## src/rtl/peridot_epcs_read_sequencer.sv

```systemverilog
`default_nettype none
// ============================================================================
// Module   : peridot_epcs_read_sequencer
// Purpose  : Shares the boot SPI-flash byte engine between host CSR writes
//            and a hardware streaming read port.
// Revision : 1.0 - initial release
// ============================================================================
module peridot_epcs_read_sequencer #(
  parameter logic [7:0] READ_CMD    = 8'h03,
  parameter int         DUMMY_BYTES = 0,
  parameter int         ADDR_WIDTH  = 24
) (
  input  logic                  csi_clk,
  input  logic                  rsi_reset,
  input  logic                  host_write,
  input  logic [31:0]           host_writedata,
  output logic [31:0]           host_readdata,
  input  logic                  req_start,
  input  logic [ADDR_WIDTH-1:0] req_address,
  input  logic [15:0]           req_length,
  output logic                  req_busy,
  output logic [7:0]            req_data,
  output logic                  req_valid,
  input  logic                  req_ready,
  output logic                  spi_write,
  output logic [31:0]           spi_writedata,
  input  logic [31:0]           spi_readdata
);

  typedef enum logic [2:0] {
    S_IDLE      = 3'd0,
    S_WAIT_HOST = 3'd1,
    S_ISSUE     = 3'd2,
    S_GAP       = 3'd3,
    S_POLL      = 3'd4,
    S_DELIVER   = 3'd5,
    S_RELEASE   = 3'd6
  } state_t;

  // Index of the first data byte; header is opcode, three address bytes, dummies.
  localparam logic [4:0] c_hdr_len = 5'(4 + DUMMY_BYTES);

  state_t                r_state;
  logic [ADDR_WIDTH-1:0] r_addr;
  logic [15:0]           r_count;
  logic [4:0]            r_idx;
  logic                  r_select;
  logic                  r_busy;
  logic                  r_valid;
  logic [7:0]            r_data;
  logic                  r_spi_write;
  logic [31:0]           r_spi_writedata;
  logic                  w_host_owns;

  function automatic logic [31:0] f_word(input logic [4:0] idx,
                                         input logic [ADDR_WIDTH-1:0] addr);
    logic [7:0] tx;
    case (idx)
      5'd0:    tx = READ_CMD;
      5'd1:    tx = addr[23:16];
      5'd2:    tx = addr[15:8];
      5'd3:    tx = addr[7:0];
      default: tx = 8'h00;
    endcase
    return {22'b0, 1'b1, 1'b1, tx};
  endfunction

  assign w_host_owns   = (r_state == S_IDLE) || (r_state == S_WAIT_HOST);
  assign spi_write     = w_host_owns ? host_write     : r_spi_write;
  assign spi_writedata = w_host_owns ? host_writedata : r_spi_writedata;
  // While the sequencer drives the engine the host sees "not ready" and stalls.
  assign host_readdata = w_host_owns ? spi_readdata   : {22'b0, 1'b0, r_select, 8'h00};

  assign req_busy  = r_busy;
  assign req_valid = r_valid;
  assign req_data  = r_data;

  always_ff @(posedge csi_clk or posedge rsi_reset) begin
    if (rsi_reset) begin
      r_state         <= S_IDLE;
      r_addr          <= '0;
      r_count         <= 16'd0;
      r_idx           <= 5'd0;
      r_select        <= 1'b0;
      r_busy          <= 1'b0;
      r_valid         <= 1'b0;
      r_data          <= 8'h00;
      r_spi_write     <= 1'b0;
      r_spi_writedata <= 32'h0;
    end else begin
      if (w_host_owns && host_write) begin
        r_select <= host_writedata[8];
      end
      case (r_state)
        S_IDLE: begin
          if (req_start && (req_length != 16'd0)) begin
            r_addr  <= req_address;
            r_count <= req_length;
            r_busy  <= 1'b1;
            r_state <= S_WAIT_HOST;
          end
        end
        S_WAIT_HOST: begin
          // The host may still hold chip select; wait until it lets go.
          if (!r_select && !host_write) begin
            r_idx           <= 5'd0;
            r_spi_write     <= 1'b1;
            r_spi_writedata <= f_word(5'd0, r_addr);
            r_state         <= S_ISSUE;
          end
        end
        S_ISSUE: begin
          r_spi_write <= 1'b0;
          r_state     <= S_GAP;
        end
        S_GAP: begin
          r_state <= S_POLL;
        end
        S_POLL: begin
          if (spi_readdata[9]) begin
            if (r_idx < c_hdr_len) begin
              r_idx           <= r_idx + 5'd1;
              r_spi_write     <= 1'b1;
              r_spi_writedata <= f_word(r_idx + 5'd1, r_addr);
              r_state         <= S_ISSUE;
            end else begin
              r_data  <= spi_readdata[7:0];
              r_valid <= 1'b1;
              r_state <= S_DELIVER;
            end
          end
        end
        S_DELIVER: begin
          if (req_ready) begin
            r_valid <= 1'b0;
            r_count <= r_count - 16'd1;
            r_spi_write <= 1'b1;
            if (r_count == 16'd1) begin
              r_spi_writedata <= 32'h0;
              r_state         <= S_RELEASE;
            end else begin
              r_spi_writedata <= f_word(r_idx, r_addr);
              r_state         <= S_ISSUE;
            end
          end
        end
        S_RELEASE: begin
          r_spi_write <= 1'b0;
          r_busy      <= 1'b0;
          r_state     <= S_IDLE;
        end
        default: begin
          r_spi_write <= 1'b0;
          r_busy      <= 1'b0;
          r_valid     <= 1'b0;
          r_state     <= S_IDLE;
        end
      endcase
    end
  end

endmodule
`default_nettype wire

```

## config.mk

```make
export PLATFORM = sky130hd
export DESIGN_NAME = peridot_epcs_read_sequencer
export DESIGN_NICKNAME = d
export VERILOG_FILES = /design/src/rtl/peridot_epcs_read_sequencer.sv
export SDC_FILE = /design/constraint.sdc
export NUM_CORES = 1
export LEC_CHECK = 0
export ABC_AREA = 0
export CORE_UTILIZATION = 25
export CTS_CLUSTER_DIAMETER = 100
export CTS_CLUSTER_SIZE = 10
export DETAILED_ROUTE_END_ITERATION = 8
export PLACE_DENSITY = 0.53
export SYNTH_ARGS = -nofsm -noshare
export SYNTH_HDL_FRONTEND = slang
export SYNTH_SLANG_ARGS = --single-unit
```

## constraint.sdc

```tcl
create_clock -name csi_clk -period 3.8 [get_ports csi_clk]
set_input_delay 0.76 -clock csi_clk [delete_from_list [all_inputs] [get_ports csi_clk]]
set_output_delay 0.76 -clock csi_clk [all_outputs]
set_load 0.05 [all_outputs]
```

# Word-level counts from Yosys, hierarchy flattened
# Cells that the tools add are included.
dict set report op_classes {
  n_addsub 2
  magnitude_cmp 1
  n_eq_ne 19
  mux 36
  n_bitwise 4
  n_reduce_logical 25
}
# op count
set ops {}
lappend ops {{2-to-1 mux 32 bit} 6}
lappend ops {{case mux 32 bit (3 select lines)} 1}
lappend ops {{case mux 8 bit (4 select lines)} 2}
lappend ops {{2-to-1 mux 16 bit} 2}
lappend ops {{case mux 16 bit (2 select lines)} 1}
lappend ops {{equality test 5 x 2 -> 1 bit, second input constant} 4}
lappend ops {{2-to-1 mux 3 bit} 6}
lappend ops {{case mux 3 bit (6 select lines)} 1}
lappend ops {{equality test 16 x 1 -> 1 bit, second input constant} 1}
lappend ops {{nonzero test 16 bit} 1}
lappend ops {{subtractor 16 x 1 -> 16 bit, second input constant} 1}
lappend ops {{2-to-1 mux 5 bit} 3}
lappend ops {{AND reduction 4 bit} 3}
lappend ops {{equality test 5 x 1 -> 1 bit, second input constant} 2}
lappend ops {{zero test 5 bit} 2}
lappend ops {{2-to-1 mux 10 bit} 1}
lappend ops {{case mux 5 bit (2 select lines)} 1}
lappend ops {{AND reduction 5 bit} 2}
lappend ops {{OR reduction 5 bit} 2}
lappend ops {{equality test 3 bit, second input constant} 3}
lappend ops {{2-to-1 mux 1 bit} 9}
lappend ops {{!= test 2 bit, second input constant} 4}
lappend ops {{equality test 3 x 2 -> 1 bit, second input constant} 2}
lappend ops {{AND reduction 3 bit} 2}
lappend ops {{16 further kinds} 25}
dict set report word_totals {
  register_bits 92
  input_bits 109
  output_inout_bits 75
  wordCells 97
}

# Longest topological paths before layout
dict set report depth {
  ltp_word 6
  ltp_mapped 8
}

# Worst setup path before layout
# OpenSTA, ideal clock, no wires.
dict set report synth_path {
  kind {register to output}
  from {reg r_state[2]}
  to {out spi_writedata[7]}
  t_arrival_ps 1764
  required_time_ps 3040
  setup_slack_ps 1276
  stages_incl_launch_ff 4
  cell_sequence {dfrtp_1 nor2_1 clkbuf_1 o21ai_0}
}
dict set report synth_via {
  elab_chain_len 3
  elab_cells_between_ends 4
  cone_classes {eq/ne (1); mux (1); reduce/logical (2)}
}
# item line_no
set synth_lines {}
lappend synth_lines {{start, declared} 43} ;# state_t r_state;
lappend synth_lines {{start signal, assigned} 80} ;# r_state <= S_IDLE;
lappend synth_lines {{start signal, assigned} 100} ;# r_state <= S_WAIT_HOST;
lappend synth_lines {{start signal, assigned} 109} ;# r_state <= S_ISSUE;
lappend synth_lines {{equality test 3 x 1 -> 1 bit or zero test 3 bit (tied branches)} 68} ;# assign w_host_owns = (r_state == S_IDLE) || (r_state == S_WAIT_HOST);
lappend synth_lines {{logical OR 1 bit *} 68}
lappend synth_lines {{2-to-1 mux 32 bit *} 70} ;# assign spi_writedata = w_host_owns ? host_writedata : r_spi_writedata;
lappend synth_lines {{end, declared} 26} ;# output logic [31:0] spi_writedata,
# Mark *: on every way between the ends. The rest lies on a longest branch, timed or not.

# Worst setup path in the final report
dict set report layout_path {
  from {reg r_state[2]}
  to {out spi_writedata[3]}
}
# Same word-level chain as after synthesis.

==> out/qor.txt <==
Max Freq = 0.280 GHz
Worst Path Arrival = 2810 ps
Synth Flop Type = dfrtp_1
Clock H-tree levels = 3
Hold Buf Count CTS = 0
Layout cell share with drive strength beyond 1 = 0.0765
Post-synth ARST share = 1.00
Num CTS Buffers = 9
TNS Setup = 0 ps
Seq/Total Area, Yosys = 0.414
Post-DR vias/cell = 4.87
Gpl congestion = 0.859
Worst Setup End Kind = output port
Final Hold Viols = 0
Site row count = 46
Synth Net Count = 599
Peak VDD IR = 0.000299 V
Top post-synthesis cells by count = nand2_1 (101), dfrtp_1 (69), and2_1 (56), clkbuf_1 (30), nor2_1 (26)
Critical Path End = spi_writedata[3]
Area of the die = 0.0172 sq mm
Crit path max fanout = 28
Clk buf depth = 2
R2R Setup Slk = 1370 ps
RR Endpoint = r_spi_writedata[0]
Post-synth EDFFs = 0
Slowest CP cell = clkdlybuf4s50_1
# setup viols final = 0
Worst rel slew slack = 0.414
Residual DRC = 0
Avg Inst Size Synth = 8.63 sq um
Cell-internal power = 2.84 mW
Post-synth top area share = 0.414
WP data required = 3040 ps
FF-to-FF path depth = 6
Least-Margin Pin Slew = 878 ps
Die span in y = 131 microns
Initial Utilization = 0.260
Gr usage total = 0.160
Largest net degree at the start of global routing = 70
RSZ-0062 raised after global routing = no
Die W = 131 microns
Clock power frac = 0.145
Postcts setup bufs = 0
Vias in the first global route = 4159
Sw frac = 0.492
Area delta synth->final = 55.8%
Tmin final = 3570 ps
Register bit total from synthesis = 69
Diode count = 0
Routed wire length = 13500 microns
Fin crit share = 0.938
Remaining antenna violation count = 0
Status = completed
Area contributors post-synth = dfrtp_1 (41%), nand2_1 (9.1%), and2_1 (8.4%)
Final nets = 767
Initial antenna violation count = 0
DRT Pass-1 Iters = 6
Startpoint Class = register
Final slew viol count = 0
First-pass GRT wire length = 22400 microns
Yosys Warn Count = 0
Clock Skew = 3.93 ps
Core area = 0.0161 sq mm
Clock transition at the registers of the reported paths = 50 ps
Mapped Area = 0.00417 sq mm
Hold_ws = 495 ps
Worst hold path type = register to register
Insertion delay to the later sink of the worst-skew pair = 330 ps
Clock Sinks = 69
Net Sw Power = 2.75 mW
Reg2reg start = r_idx[1]
Setup CP Type = register to output port
CTS tree = done
Crit-path max cell delay = 710 ps
Post-CTS Resized = 0
Wire per inst = 15.5 microns
Via count = 4233
Leakage = 2.68 nW
Reg power frac = 0.256
Most frequent cell after synthesis = nand2_1
Cell Chain, Critical Path = nor2_4 -> buf_4 -> mux2_2 -> clkdlybuf4s50_1
MaxCap Viol Count = 0
Yosys cell types = 52
Congestion Overflow GR = 0
Iteration-0 DRC Markers = 276
Io pins = 184
Root Driver = clkbuf_16
Syn Inst Count = 483
Input/output buffers = 183
Critical path origin = r_state[2]
Post-synth top area cell = dfrtp_1
Power Density = 860 mW/mm^2
Power share of the combinational group = 0.599
Post-DP HPWL = 10100 microns
[cell usage in the layout (no fill, tap or decap), types with 4 or more instances in the layout]
| master | instances |
|---|---|
| clkbuf_16 | 9 |
| ha_1 | 7 |
| inv_1 | 8 |
| nand4_1 | 7 |
| o22ai_1 | 4 |
| a222oi_1 | 12 |
| dfrtp_1 | 69 |
| nand2_1 | 101 |
| buf_4 | 9 |
| nor2_1 | 25 |
| and2_1 | 56 |
| a22oi_1 | 9 |
| a21oi_1 | 20 |
| nand3_1 | 7 |
| nor3_1 | 7 |
| clkdlybuf4s50_1 | 183 |
| o221ai_1 | 5 |
| nor4_1 | 6 |
| o21a_1 | 6 |
| o21ai_0 | 22 |
| mux2i_1 | 4 |
| mux2_2 | 17 |
| or3_1 | 5 |
| or4_1 | 7 |
[metrics by stage]
step                      total power, mW  std cells  setup slack [ps]   util  cell area (sq um)
after floorplan                      3.68        483              1280      -               4170
after global placement               4.75        856               513  0.387               6210
after detailed placement             4.79        856               451  0.387               6210
after CTS                            5.63        870               186  0.405               6500
after global routing                 5.95        870              52.7  0.405               6500
final                                5.59        870               235  0.405               6500
[registers in the layout, indices dropped and copies added (netlist names), 3 cells and up]
register and cells:
r_state 3, r_idx 5, req_data 8, r_spi_writedata 9, r_addr 24, r_count 16
[how the worst min path moves through the flow]
stage,startpoint,endpoint,cells past startpoint
5_1_grt,req_data[1],req_data[1],1
3_5_place_dp,r_spi_writedata[3],r_spi_writedata[3],1
6_report,r_spi_writedata[3],r_spi_writedata[3],1
3_3_place_gp,r_spi_writedata[3],r_spi_writedata[3],1
4_1_cts,r_spi_writedata[3],r_spi_writedata[3],1
2_1_floorplan,r_spi_writedata[2],r_spi_writedata[2],1
[power groups by stage]
stage                     logic [mW]  registers, mW  clock network [mW]
after floorplan                 2.25           1.43                   0
after global placement          3.33           1.42                   0
after detailed placement        3.36           1.44                   0
after CTS                       3.37           1.42               0.833
after global routing            3.61           1.49               0.859
final                           3.35           1.43               0.811
[critical path, delay by kind of cell (launching register included)]
| kind | cells | cell delay, ps |
|---|---|---|
| and+or+nand+nor | 1 | 490 |
| DFF | 1 | 570 |
| buffers and inverters | 2 | 1030 |
| muxes | 1 | 390 |
[metal layers]
layer,up-vias,GRT usage,part of all wire
li1,2066,-,-
met1,1992,0.211,0.45
met2,158,0.262,0.47
met3,17,0.0289,0.062
met4,0,0.0523,0.016
met5,-,0,0
[final cells by class]
type	instances	area [sq um]
Clock buffer	10	239
Multi-Input combinational cell	370	2280
Tap cell	216	270
Fill cell	1578	9560
Inverter	9	33.8
Clock inverter	4	50.0
Timing Repair Buffer	192	1900
Sequential cell	69	1730
[cells by family after synthesis]
kind of cell,count (synthesis),share of synthesized area
AND/OR/NAND/NOR,238,0.284
buffers and inverters,44,0.0432
adder cells (fa/ha/maj),7,0.0210
AO/OA/AOI/OAI,104,0.183
multiplexers,21,0.0555
flip-flops,69,0.414
Power figures use the tool's default switching activity.
